## config.mk

```make
export PLATFORM = sky130hd
export DESIGN_NAME = alu_share_arbiter_flat
export DESIGN_NICKNAME = d
export VERILOG_FILES = /design/src/rtl/alu_share_arbiter_if.sv /design/src/rtl/alu_share_arbiter.sv /design/src/flat_wrapper.sv
export SDC_FILE = /design/constraint.sdc
export NUM_CORES = 1
export LEC_CHECK = 0
export BUFFER_PORTS_ARGS = -buffer_cell sky130_fd_sc_hd__buf_2
export CORE_ASPECT_RATIO = 0.7
export CORE_MARGIN = 5
export CORE_UTILIZATION = 40
export CTS_CLUSTER_DIAMETER = 120
export CTS_CLUSTER_SIZE = 40
export DETAILED_ROUTE_END_ITERATION = 7
export PLACE_DENSITY = 0.58
export SYNTH_ARGS = -nofsm -noshare
export SYNTH_HDL_FRONTEND = slang
export SYNTH_SLANG_ARGS = --single-unit
```

## constraint.sdc

```tcl
create_clock -name clk -period 4.8 [get_ports clk]
set_input_delay 0.48 -clock clk [delete_from_list [all_inputs] [get_ports clk]]
set_output_delay 0.48 -clock clk [all_outputs]
set_load 0.02 [all_outputs]
```

## src/rtl/alu_share_arbiter_if.sv

```systemverilog
// Request/response bundle for the shared ALU arbiter: two requesters, each
// with an operation handshake and a single-entry result slot.
interface alu_share_arbiter_if;
    logic        req0_valid;
    logic        req0_ready;
    logic [31:0] req0_in1;
    logic [31:0] req0_in2;
    logic [3:0]  req0_op;
    logic        req1_valid;
    logic        req1_ready;
    logic [31:0] req1_in1;
    logic [31:0] req1_in2;
    logic [3:0]  req1_op;
    logic        rsp0_valid;
    logic [31:0] rsp0_data;
    logic        rsp0_ready;
    logic        rsp1_valid;
    logic [31:0] rsp1_data;
    logic        rsp1_ready;
    logic        grant_id;

    modport master (
        output req0_valid, req0_in1, req0_in2, req0_op,
        output req1_valid, req1_in1, req1_in2, req1_op,
        output rsp0_ready, rsp1_ready,
        input  req0_ready, req1_ready,
        input  rsp0_valid, rsp0_data, rsp1_valid, rsp1_data, grant_id
    );

    modport slave (
        input  req0_valid, req0_in1, req0_in2, req0_op,
        input  req1_valid, req1_in1, req1_in2, req1_op,
        input  rsp0_ready, rsp1_ready,
        output req0_ready, req1_ready,
        output rsp0_valid, rsp0_data, rsp1_valid, rsp1_data, grant_id
    );
endinterface

```

## src/rtl/alu_share_arbiter.sv

```systemverilog
// Shared 32-bit ALU with a two-requester arbiter. Requester 0 is the integer
// execute path, requester 1 the branch-compare path. The winning request
// drives the ALU combinationally; the result lands in that requester's
// single-entry result register one cycle after acceptance.

// 32-bit ALU. Opcode {alt, funct3}: arithmetic/logic in 0000-1000 plus 1101
// (sra); the remaining 1xxx codes are branch compares returning 0/1 in bit 0.
// Shift amounts come from in2[3:0] only.
module alu_32_bit (
    input  logic [31:0] in1,
    input  logic [31:0] in2,
    input  logic [3:0]  op,
    output logic [31:0] out
);
    logic [3:0] shamt;

    assign shamt = in2[3:0];

    // Opcode decode
    always_comb begin
        out = '0;
        case (op)
            4'b0000: out = in1 + in2;
            4'b0001: out = in1 << shamt;
            4'b0010: out = {31'b0, $signed(in1) < $signed(in2)};
            4'b0011: out = {31'b0, in1 < in2};
            4'b0100: out = in1 ^ in2;
            4'b0101: out = in1 >> shamt;
            4'b0110: out = in1 | in2;
            4'b0111: out = in1 & in2;
            4'b1000: out = in1 - in2;
            4'b1001: out = {31'b0, in1 == in2};
            4'b1010: out = {31'b0, in1 != in2};
            4'b1011: out = {31'b0, $signed(in1) < $signed(in2)};
            4'b1100: out = {31'b0, $signed(in1) >= $signed(in2)};
            4'b1101: out = $unsigned($signed(in1) >>> shamt);
            4'b1110: out = {31'b0, in1 < in2};
            4'b1111: out = {31'b0, in1 >= in2};
            default: out = '0;
        endcase
    end
endmodule

module alu_share_arbiter #(
    parameter bit RR_EN = 1'b1
) (
    input  logic               clk,
    input  logic               rst,
    alu_share_arbiter_if.slave bus
);
    logic        ptr;
    logic        rsp0_valid_q;
    logic        rsp1_valid_q;
    logic [31:0] rsp0_data_q;
    logic [31:0] rsp1_data_q;
    logic        grant_id_q;
    logic        slot0_free;
    logic        slot1_free;
    logic        elig0;
    logic        elig1;
    logic        grant0;
    logic        grant1;
    logic [31:0] alu_in1;
    logic [31:0] alu_in2;
    logic [3:0]  alu_op;
    logic [31:0] alu_out;

    // A full slot being drained this cycle can take a new result; nothing is
    // accepted while reset is held.
    assign slot0_free = !rsp0_valid_q || bus.rsp0_ready;
    assign slot1_free = !rsp1_valid_q || bus.rsp1_ready;
    assign elig0      = !rst && bus.req0_valid && slot0_free;
    assign elig1      = !rst && bus.req1_valid && slot1_free;

    // Grant selection: pointer breaks ties in round-robin mode, requester 0
    // wins ties otherwise.
    always_comb begin
        grant0 = 1'b0;
        grant1 = 1'b0;
        if (elig0 && elig1) begin
            if (RR_EN && ptr) grant1 = 1'b1;
            else              grant0 = 1'b1;
        end else begin
            grant0 = elig0;
            grant1 = elig1;
        end
    end

    // Operand mux: requester 0 is the idle default, its result is then unused.
    always_comb begin
        alu_in1 = bus.req0_in1;
        alu_in2 = bus.req0_in2;
        alu_op  = bus.req0_op;
        if (grant1) begin
            alu_in1 = bus.req1_in1;
            alu_in2 = bus.req1_in2;
            alu_op  = bus.req1_op;
        end
    end

    alu_32_bit u_alu (
        .in1 (alu_in1),
        .in2 (alu_in2),
        .op  (alu_op),
        .out (alu_out)
    );

    // Result capture, drain, last-grant tracking and round-robin pointer.
    always_ff @(posedge clk or posedge rst) begin
        if (rst) begin
            rsp0_valid_q <= 1'b0;
            rsp1_valid_q <= 1'b0;
            rsp0_data_q  <= '0;
            rsp1_data_q  <= '0;
            grant_id_q   <= 1'b0;
            ptr          <= 1'b0;
        end else begin
            if (grant0) begin
                rsp0_data_q  <= alu_out;
                rsp0_valid_q <= 1'b1;
            end else if (rsp0_valid_q && bus.rsp0_ready) begin
                rsp0_valid_q <= 1'b0;
            end
            if (grant1) begin
                rsp1_data_q  <= alu_out;
                rsp1_valid_q <= 1'b1;
            end else if (rsp1_valid_q && bus.rsp1_ready) begin
                rsp1_valid_q <= 1'b0;
            end
            if (grant0 || grant1) begin
                grant_id_q <= grant1;
                if (RR_EN) ptr <= grant0;
            end
        end
    end

    assign bus.req0_ready = grant0;
    assign bus.req1_ready = grant1;
    assign bus.rsp0_valid = rsp0_valid_q;
    assign bus.rsp1_valid = rsp1_valid_q;
    assign bus.rsp0_data  = rsp0_data_q;
    assign bus.rsp1_data  = rsp1_data_q;
    assign bus.grant_id   = grant_id_q;
endmodule

```

## src/flat_wrapper.sv

```systemverilog
// flat-port wrapper written by rule: the top's interface ports become plain ports
module alu_share_arbiter_flat 
#(
    parameter bit RR_EN = 1'b1
)
  (clk, rst, bus_req0_valid, bus_req0_in1, bus_req0_in2, bus_req0_op, bus_req1_valid, bus_req1_in1, bus_req1_in2, bus_req1_op, bus_rsp0_ready, bus_rsp1_ready, bus_req0_ready, bus_req1_ready, bus_rsp0_valid, bus_rsp0_data, bus_rsp1_valid, bus_rsp1_data, bus_grant_id);
  alu_share_arbiter_if bus_i ();
  input  logic clk;
  input  logic rst;
  input wire logic [$bits(bus_i.req0_valid)-1:0] bus_req0_valid;
  input wire logic [$bits(bus_i.req0_in1)-1:0] bus_req0_in1;
  input wire logic [$bits(bus_i.req0_in2)-1:0] bus_req0_in2;
  input wire logic [$bits(bus_i.req0_op)-1:0] bus_req0_op;
  input wire logic [$bits(bus_i.req1_valid)-1:0] bus_req1_valid;
  input wire logic [$bits(bus_i.req1_in1)-1:0] bus_req1_in1;
  input wire logic [$bits(bus_i.req1_in2)-1:0] bus_req1_in2;
  input wire logic [$bits(bus_i.req1_op)-1:0] bus_req1_op;
  input wire logic [$bits(bus_i.rsp0_ready)-1:0] bus_rsp0_ready;
  input wire logic [$bits(bus_i.rsp1_ready)-1:0] bus_rsp1_ready;
  output wire logic [$bits(bus_i.req0_ready)-1:0] bus_req0_ready;
  output wire logic [$bits(bus_i.req1_ready)-1:0] bus_req1_ready;
  output wire logic [$bits(bus_i.rsp0_valid)-1:0] bus_rsp0_valid;
  output wire logic [$bits(bus_i.rsp0_data)-1:0] bus_rsp0_data;
  output wire logic [$bits(bus_i.rsp1_valid)-1:0] bus_rsp1_valid;
  output wire logic [$bits(bus_i.rsp1_data)-1:0] bus_rsp1_data;
  output wire logic [$bits(bus_i.grant_id)-1:0] bus_grant_id;
  assign bus_i.req0_valid = bus_req0_valid;
  assign bus_i.req0_in1 = bus_req0_in1;
  assign bus_i.req0_in2 = bus_req0_in2;
  assign bus_i.req0_op = bus_req0_op;
  assign bus_i.req1_valid = bus_req1_valid;
  assign bus_i.req1_in1 = bus_req1_in1;
  assign bus_i.req1_in2 = bus_req1_in2;
  assign bus_i.req1_op = bus_req1_op;
  assign bus_i.rsp0_ready = bus_rsp0_ready;
  assign bus_i.rsp1_ready = bus_rsp1_ready;
  assign bus_req0_ready = bus_i.req0_ready;
  assign bus_req1_ready = bus_i.req1_ready;
  assign bus_rsp0_valid = bus_i.rsp0_valid;
  assign bus_rsp0_data = bus_i.rsp0_data;
  assign bus_rsp1_valid = bus_i.rsp1_valid;
  assign bus_rsp1_data = bus_i.rsp1_data;
  assign bus_grant_id = bus_i.grant_id;
  alu_share_arbiter #(.RR_EN(RR_EN)) u_core (.clk(clk), .rst(rst), .bus(bus_i));
endmodule
```

==> summary.md <==
| Metric | Value |
|---|---|
| Outcome | `completed` |
| Final Cycle Share | `0.9617` |
| Top-count cell post-synth | `nand2_1` |
| Worst endpoint required time | `5.06 ns` |
| Comb pwr share | `0.675` |
| Drt first pass iters | `7` |
| Area grow syn2layout | `21.12%` |
| Crit Path Category | `reg -> reg` |
| Cell area after layout | `0.01784 sq mm` |
| TritonCTS clock tree | `done` |
| Die ar. | `0.04082 sq mm` |
| Ys async rst share | `1.000` |
| RePlAce Congestion | `between 1 and 1.5` |
| Sequential Power Share | `0.173` |
| Yosys Warn Count | `0` |
| Post-synth top area cell | `mux2i_1` |
| Layout cells sized above 1 | `0.2412` |
| Switching Fraction | `0.4995` |
| Via/cell ratio | `6.320` |
| Final slew viol count | `0` |
| Die width | `239.4 um` |
| CTS buffer count | `9` |
| Drt wl/cell | `26.37 um` |
| Io pins | `211` |
| Synth Flop Type | `dfrtp_1` |
| Synth Cell Area | `0.01473 sq mm` |
| Net switching power | `0.002386 W` |
| Post-CTS Setup Bufs | `0` |
| Die Ht | `170.6 um` |
| H-tree Lvls | `3` |
| Worst slew margin | `0.2465` |
| Core ar. | `0.03614 sq mm` |
| Vias in the first global route | `16783` |
| Yosys cell types | `88` |
| Pwr/cell area | `267.7 mW/mm^2` |
| Mapped Avg Cell Area | `7.051 sq um` |
| Syn Nets | `around 2300` |
| Power Internal | `0.002390 W` |
| Final #Nets | `2607` |
| First-pass GRT wire length | `110000 um` |
| Final Hold Viols | `0` |
| Total GRT Usage | `0.3524` |
| Minimum clock period | `4.616 ns` |
| Number of fillers in the final layout | `3711` |
| Port buffer count | `210` |
| # rows | `58` |
| Sequential element share of the synthesized area | `0.1155` |
| Final ANT Viol Nets | `0` |
| Clock tree buffer depth | `2` |
| RSZ-0062 raised after global routing | `no` |
| Actual slew at the worst max-slew pin | `about 1.1 ns` |
| P_leak | `8.519 nW` |
| Dpl hpwl | `60390 um` |
| Seq cells post-synth | `68` |
| Overall Power | `0.004776 W` |
| Final core utilization | `0.4937` |
| CTS Root Cell | `clkbuf_16` |
| Cell Count, Final, Fillers Out | `between 2000 and 3000` |
| Placed Area | `0.01743 sq mm` |
| Top-area cell type share of the netlist area | `0.1271` |
| Synth Instances | `about 2100` |
| Worst Setup Start Kind | `flop` |
| WL final | `75200 um` |
| Clk pwr share | `0.151` |
| Remaining DRCs | `0` |
| Setup crit end kind | `flop` |
| VDD IR max | `approximately 230 uV` |
| Crit Path Max Fanout | `between 70 and 80` |
| Placed instance count | `2835` |
| Hold Path Class | `in -> async` |
| Top cells by area, synth | `mux2i_1 13%, dfrtp_1 12%, nand2_1 9.7%, ha_1 8.2%, a21oi_1 4.6%` |
| Starting DRT DRC Count | `2426` |
| Top cells by count, synth | `381 x nand2_1, 187 x mux2i_1, 153 x nor2_1, 134 x a21oi_1, 100 x o21ai_0` |
| Hold bufs inserted after CTS | `0` |
| Hold WS | `roughly 0.23 ns` |
| Largest net degree at the start of global routing | `between 80 and 90` |
| Sink Count | `68` |
| Via count | `18024` |
| Worst skew pair latency | `0.34 ns` |
| # Max-Cap Violations | `0` |
| Antenna violations before repair | `3` |
| EDFF count, synth | `0` |
| Clock Skew | `0.007471 ns` |
| Gr ovfl total | `0` |
| Fmax | `216.6 MHz` |
| Initial Util | `0.4076` |
| Clock-pin transition on the worst setup and hold timing paths | `0.06 ns` |
| Setup violations, final | `0` |
| Critical path arrival | `4.88 ns` |
-- flip-flops by register name, indices dropped and copies added (netlist names) --
signal                 flops
u_core.bus.rsp0_data      32
u_core.bus.rsp1_data      32
u_core.bus.grant_id        1
u_core.bus.rsp0_valid      1
u_core.bus.rsp1_valid      1
u_core.ptr                 1
-- power groups by stage --
stage,sequential [W],combinational [W],clock [W]
floorplan,0.00101,0.00165,0
global placement,0.000831,0.00312,0
detailed placement,0.000832,0.00312,0
CTS,0.000827,0.00313,0.000741
global route,0.000850,0.00344,0.000772
finish,0.000828,0.00323,0.000723
-- critical path: stages, from the launching register on --
cell,delay [ns]
dfrtp_2,0.42
nor2b_1,0.16
a211o_4,0.40
buf_12,0.23
nand2_1,0.13
nand2_1,0.16
ha_1,0.41
buf_4,0.18
o21ai_0,0.15
o21a_1,0.23
or4_1,0.66
and3_1,0.30
or3_1,0.35
a22oi_1,0.28
a21boi_2,0.08
o32a_2,0.19
o21ai_1,0.13
-- through the flow --
| step | setup slack, ns | TNS, ns |
|---|---|---|
| CTS | 0.004231 | 0 |
| global route | 0.001038 | 0 |
| global placement | -0.1463 | -0.5562 |
| detailed placement | -0.2323 | -0.8984 |
| finish | 0.1838 | 0 |
| floorplan | -0.02387 | -0.04671 |
-- cell usage in the layout (no fill, tap or decap), drive strengths merged, types with 10 or more instances in the layout --
cell type / n
o22ai: 19
buf: 429
dfrtp: 68
o21bai: 15
a22oi: 12
mux2i: 187
o21ai: 141
o211ai: 24
nor3: 61
a2111oi: 15
a221oi: 16
ha: 97
a21oi: 134
inv: 102
and3: 12
o31ai: 20
or3: 20
mux4: 29
a211oi: 40
nand2: 381
mux2: 50
xnor2: 18
nand2b: 18
clkbuf: 10
a31oi: 20
nor4: 13
nor2: 153
a21o: 12
nor2b: 39
nand3: 53
-- final timing paths --
check	startpoint	end	slack (ns)	cells past startpoint
setup / recovery	u_core.bus.rsp1_valid	u_core.bus.rsp0_data[29]	0.18	16
hold / removal	rst	u_core.bus.rsp1_valid	0.23	3
setup reg to reg	u_core.bus.rsp1_valid	u_core.bus.rsp0_data[29]	0.18	16
hold reg to reg	u_core.bus.grant_id	u_core.bus.grant_id	0.48	2
max in group asynchronous	rst	u_core.bus.rsp0_data[7]	3.57	4
min in group clk	bus_rsp1_ready	u_core.bus.rsp1_valid	0.47	3
-- per-layer routing --
layer	GRT usage	part of all wire	vias up
li1	-	-	8170
met1	0.5024	0.43	8668
met2	0.5235	0.42	1046
met3	0.1001	0.11	136
met4	0.09546	0.035	4
met5	0	0.00040	-
-- layout make-up --
| class | instances | area (sq um) | share of cell area |
|---|---|---|---|
| sequential | 68 | 1703 | 0.09544 |
| tap | 480 | 600.6 | 0.03366 |
| antenna | 1 | 2.502 | 0.0001403 |
| clock buffer | 10 | 239.0 | 0.01339 |
| inverter | 103 | 394.1 | 0.02209 |
| multi-input combinational | 1755 | 12010 | 0.6732 |
| clock inverter | 6 | 87.58 | 0.004909 |
| timing repair buffer | 429 | 2804 | 0.1572 |
-- kinds of logic after synthesis --
group,share of synthesized area
multiplexers,0.2096
XOR/XNOR,0.01130
AND/OR/NAND/NOR,0.2405
buffers and inverters,0.07619
flip-flops,0.1155
AO/OA/AOI/OAI,0.2618
adder cells (fa/ha/maj),0.08511
-- timing repair --
action	4_1_cts	5_1_grt
setup endpoints to repair	2	25
pin swaps	0	3
resized for setup	1	19
gates cloned	0	0
(Power assumes the default switching activity.)
